`src/rtl/light_sequencer.sv`:
```
// light_sequencer
//
// Traffic-light style phase sequencer for a game. It steps through
// RED -> GREEN -> (YELLOW ->) RED. The RED and GREEN phase lengths, in seconds,
// are drawn from an external random source at each phase expiry. A prescaler
// turns the system clock into a one-second tick.
//
// Ports
//   clk         : single rising-edge clock
//   reset       : synchronous, active-low (0 = reset)
//   game_active : 1 runs the sequencer, 0 freezes prescaler/state/countdown
//   force_red   : restart RED with RESET_DUR seconds on the next edge
//   LFSR_in     : random value, sampled on the edge where a phase expires
//   red/yellow/green : one-hot decode of the registered phase
//   secs_left   : seconds remaining in the current phase (never reads 0)
//   phase_chg   : one-cycle pulse in the first cycle a new phase is visible
//
// The current FSM state is observable through the one-hot red/yellow/green
// outputs. Those outputs are decoded directly from the state register.
module light_sequencer #(
    parameter int TICK_CYCLES = 50_000_000,
    parameter int LFSR_W      = 16,
    parameter int DUR_W       = 4,
    parameter int MIN_DUR     = 1,
    parameter int MAX_DUR     = 10,
    parameter int YELLOW_EN   = 1,
    parameter int YELLOW_DUR  = 1,
    parameter int RESET_DUR   = 3
) (
    input  logic              clk,
    input  logic              reset,
    input  logic              game_active,
    input  logic              force_red,
    input  logic [LFSR_W-1:0] LFSR_in,
    output logic              red,
    output logic              yellow,
    output logic              green,
    output logic [DUR_W-1:0]  secs_left,
    output logic              phase_chg
);

    localparam int PRE_W = (TICK_CYCLES > 1) ? $clog2(TICK_CYCLES) : 1;
    localparam int SPAN  = MAX_DUR - MIN_DUR + 1;

    typedef enum logic [1:0] {
        S_RED    = 2'd0,
        S_GREEN  = 2'd1,
        S_YELLOW = 2'd2
    } state_t;

    state_t             state_q;
    logic [DUR_W-1:0]   secs_q;
    logic [PRE_W-1:0]   pre_q;
    logic               chg_q;

    logic               tick;
    logic [LFSR_W-1:0]  lfsr_mod;
    logic [DUR_W-1:0]   rand_dur_d;

    // The tick fires in the last prescaler count. Every phase therefore
    // starts with the prescaler at 0: it either wraps on the expiry edge or
    // is cleared by reset/force.
    assign tick = (pre_q == PRE_W'(TICK_CYCLES - 1));

    // Random duration. The remainder is below SPAN, so it always fits DUR_W.
    always_comb begin
        lfsr_mod   = LFSR_in % LFSR_W'(SPAN);
        rand_dur_d = DUR_W'(MIN_DUR) + DUR_W'(lfsr_mod);
    end

    always_ff @(posedge clk) begin
        if (!reset) begin
            state_q <= S_RED;
            secs_q  <= DUR_W'(RESET_DUR);
            pre_q   <= '0;
            chg_q   <= 1'b0;
        end else if (force_red) begin
            // A forced restart acts whether or not the game is active. It
            // counts as a phase change only when it leaves a non-RED phase.
            state_q <= S_RED;
            secs_q  <= DUR_W'(RESET_DUR);
            pre_q   <= '0;
            chg_q   <= (state_q != S_RED);
        end else if (!game_active) begin
            chg_q   <= 1'b0;
        end else begin
            chg_q <= 1'b0;
            if (tick) begin
                pre_q <= '0;
            end else begin
                pre_q <= pre_q + PRE_W'(1);
            end

            if (tick) begin
                if (secs_q > DUR_W'(1)) begin
                    secs_q <= secs_q - DUR_W'(1);
                end else begin
                    // Expiry: switch phase and reload on the same edge, so
                    // that secs_left never shows 0.
                    chg_q <= 1'b1;
                    case (state_q)
                        S_RED: begin
                            state_q <= S_GREEN;
                            secs_q  <= rand_dur_d;
                        end
                        S_GREEN: begin
                            if (YELLOW_EN != 0) begin
                                state_q <= S_YELLOW;
                                secs_q  <= DUR_W'(YELLOW_DUR);
                            end else begin
                                state_q <= S_RED;
                                secs_q  <= rand_dur_d;
                            end
                        end
                        S_YELLOW: begin
                            state_q <= S_RED;
                            secs_q  <= rand_dur_d;
                        end
                        default: begin
                            state_q <= S_RED;
                            secs_q  <= DUR_W'(RESET_DUR);
                        end
                    endcase
                end
            end
        end
    end

    assign red       = (state_q == S_RED);
    assign yellow    = (state_q == S_YELLOW);
    assign green     = (state_q == S_GREEN);
    assign secs_left = secs_q;
    assign phase_chg = chg_q;

endmodule

```
`config.mk`:
```
export PLATFORM = sky130hd
export DESIGN_NAME = light_sequencer
export DESIGN_NICKNAME = d
export VERILOG_FILES = /design/src/rtl/light_sequencer.sv
export SDC_FILE = /design/constraint.sdc
export NUM_CORES = 1
export LEC_CHECK = 0
export CORE_UTILIZATION = 64
export DETAILED_ROUTE_END_ITERATION = 12
export PLACE_DENSITY = 0.95
export SYNTH_ARGS = -nofsm -noshare
export SYNTH_HDL_FRONTEND = slang
export SYNTH_SLANG_ARGS = --single-unit
```
`constraint.sdc`:
```
create_clock -name clk -period 15.8 [get_ports clk]
set_input_delay 3.95 -clock clk [delete_from_list [all_inputs] [get_ports clk]]
set_output_delay 3.95 -clock clk [all_outputs]
set_load 0.005 [all_outputs]
```
==> flow_metrics.tcl <==
set metrics [dict create \
    cts_max_level 2 \
    vias 3344 \
    syn-num-nets 464 \
    fin_setup_tns_ns 0 \
    synthSimpleGateAreaFrac_pct 36.1 \
    fin_cells 518 \
    ys.flop_type "dfxtp_1" \
    end_kind "register" \
    rows 25 \
    syn-mean-instance-area_um2 7.31 \
    drc 0 \
    clk_pin_slew_worst_paths_ns 0.06 \
    io_pins 28 \
    seq_area_frac_synth_pct 20.6 \
    synth_xor_xnor_area_share_pct 8.46 \
    yosysTopAreaCell "dfxtp_1" \
    dp_hpwl_um 5690 \
    grt_setup_unrepaired "no" \
    num_antenna_cells 0 \
    wl_met2_um 3720 \
    setup_slack_ns 6.06 \
    syn_inst 439 \
    synth_top_family_by_area "simple AND/OR/NAND/NOR gates" \
    nNetsFinal 475 \
    clockRootBuffer "clkbuf_8" \
    powerDensity_nw_per_um2 71.5 \
    finalClockSkew_ns 0.00408 \
    fmax_mhz 103 \
    ys_top_cells_by_area "dfxtp_1, nor2_1, xnor2_1" \
    ant_nets 0 \
    synth.most_common_cell "nor2_1" \
    power_mw 0.252 \
    p_leak_nw 1.25 \
    cp-start-kind "input pin" \
    drtPass1Iterations 5 \
    cp.arrival_ns 9.96 \
    final_max_slew_viol_count 0 \
    reg2reg_to "secs_left[2]" \
    antenna_found_initial 0 \
    synth_fa_ha_area_share_pct 2.26 \
    initial_core_util_pct 67.1 \
    period_share_pct 61.7 \
    cts_made_buffers 5 \
    post_cts_buffers 0 \
    cpMaxStageDelayCell "clkdlybuf4s50_1" \
    synth.distinct_cells 83 \
    cts_resized 0 \
    routed_wl_um 7620 \
    status "complete, no violations" \
    dpl_cell_area_um2 3440 \
    first_iter_violations 301 \
    r2r_setup_slack_ns 13.10 \
    io_buffers 27 \
    area_growth_pct 9.86 \
    cts_max_path_buffers 2 \
    synth-edff-count 0 \
    place.gp.congestion 0.940 \
    finalHoldViolations 0 \
    setup_viol 0 \
    pre_cts_slack_ns 5.89 \
    vias_per_cell 6.46 \
    placed_cells 509 \
    vdd_drop_max_mv 0.0454 \
    drv_cap 0 \
    wl_per_cell_um 14.7 \
    wl_met1_um 3270 \
    cts.sinks 33 \
    yosys_warnings 0 \
    drive_gt1_share_pct 5.54 \
    dieArea_um2 5300 \
    hold_end "pre_q[17]" \
    synthMuxAreaShare_pct 2.88 \
    die_h_um 72.8 \
    crit_type "input pin to register" \
    synthTopCellsByCount "nor2_1, nand2_1, dfxtp_1" \
    die_w_um 72.8 \
    fin_crit_ns 9.74 \
    syn_area_um2 3210 \
    ctsHoldBuffers 0 \
    grt_pass1_vias 2869 \
    grt_max_degree 26 \
    fin_area_um2 3530 \
    hold_start "pre_q[17]" \
    reg2reg_depth 10 \
    async_flop_share_pct 0 \
    cp_max_fo 16 \
    synth_top_area_share_pct 20.6 \
    relSlewSlack_pct 35.8 \
    timing.rr.start "pre_q[0]" \
    cpPeakStageDelay_ns 0.84 \
    hold_depth 2 \
    synth_compound_area_share_pct 23.8 \
    top_layer "met4" \
    crit_path_cell_trace "clkdlybuf4s50_1, or3b_1, a21boi_0, o21ai_1, o21ai_1, mux2_2, and3_1, a311oi_2, nor3_1, a21oi_1, o22ai_1, a221o_1, and3_1, or4_4, a211oi_2, o2bb2ai_2, ha_1, nor2_1, o311a_1, o21ai_0" \
    grt_pass1_wl_um 12400 \
    track_usage_pct 29.1 \
    hold_class "register to register" \
    worst_pin_slew_ns 0.953 \
    insertion_delay_ns 0.29 \
    cts_tree "built" \
    dr_wl_met3_um 469 \
    synth_seq_cells 33 \
    gr-total-overflow 0 \
    required_ns 16.02 \
    core_um2 4790 \
]
[how the worst max path moves through the flow]
stage / from / to / slack [ns] / depth (start not counted)
floorplan: LFSR_in[13] / secs_left[1] / 7.15 / 21
global placement: LFSR_in[10] / secs_left[1] / 6.10 / 20
detailed placement: LFSR_in[10] / secs_left[1] / 5.89 / 20
CTS: LFSR_in[10] / secs_left[1] / 6.16 / 20
global route: LFSR_in[15] / secs_left[1] / 5.80 / 20
finish: LFSR_in[15] / secs_left[1] / 6.06 / 20
[area by class of cell]
type                            instances  area, µm²
Clock buffer                            8       80.1
Fill cell                             363       1260
Inverter                               18       67.6
Multi-Input combinational cell        364       2360
Sequential cell                        33        661
Tap cell                               67       83.8
Timing Repair Buffer                   28        275
[critical path, delay by kind of cell]
kind	cells	cell delay (ns)
AND/OR/NAND/NOR	6	1.36
adder cells (fa/ha/maj)	1	0.28
AO/OA/AOI/OAI	11	3.10
multiplexers	1	0.42
buffers and inverters	1	0.84
[routing by layer]
metal / track usage (%) / vias to the layer above
met4: 12.4 / 0
met3: 3.45 / 19
met2: 50.6 / 140
met1: 36.2 / 1544
li1: - / 1641
met5: 0 / -
[report_power, final]
part           total, mW  switching (mW)  internal (mW)
logic              0.108          0.0635         0.0443
registers         0.0836        0.000216         0.0834
clock network     0.0609          0.0297         0.0313
[registers in the layout, summed over array words and instances, names as in the netlist]
name	flops
phase_chg	1
pre_q	26
secs_left	4
state_q	2
[per-stage QoR]
| stage | utilization, % | hold WS (ns) |
|---|---|---|
| 4_1_cts | 73.6 | 0.505 |
| 6_report | 73.7 | 0.501 |
| 5_1_grt | 73.7 | 0.528 |
| 2_1_floorplan | - | 0.471 |
| 3_5_place_dp | 71.9 | 0.496 |
| 3_3_place_gp | 71.9 | 0.484 |
[cell families (layout without fill, tap and decap cells)]
kind of cell | count (synthesis) | after routing
buffers and inverters | 42 | 54
xor gates and xnor gates | 31 | 31
adders and majority gates | 6 | 6
DFF | 33 | 33
AOI/OAI and AO/OA | 103 | 103
and+or+nand+nor | 215 | 215
muxes | 9 | 9
[layout by cell type, fill, tap and decap left out, types with 4 or more instances in the layout]
master | Yosys | routed
nor2_1 | 55 | 55
nand2_1 | 36 | 36
dfxtp_1 | 33 | 33
clkdlybuf4s50_1 | 0 | 27
nand3_1 | 20 | 20
inv_1 | 17 | 17
xnor2_1 | 16 | 16
o21ai_0 | 16 | 16
xor2_1 | 15 | 15
a21oi_1 | 15 | 15
nor3_1 | 13 | 13
nand4_1 | 13 | 13
and3_1 | 9 | 9
nor4_1 | 9 | 9
nand2b_1 | 8 | 8
or3_1 | 7 | 7
mux2i_1 | 7 | 7
nor2b_1 | 6 | 6
o211ai_1 | 6 | 6
nor3b_1 | 5 | 5
o22ai_1 | 5 | 5
o31ai_1 | 5 | 5
or4_1 | 5 | 5
a211oi_1 | 5 | 5
ha_1 | 5 | 5
clkbuf_8 | 0 | 5
o21ai_1 | 4 | 4
Note: power is estimated with default switching activity, not from simulation.
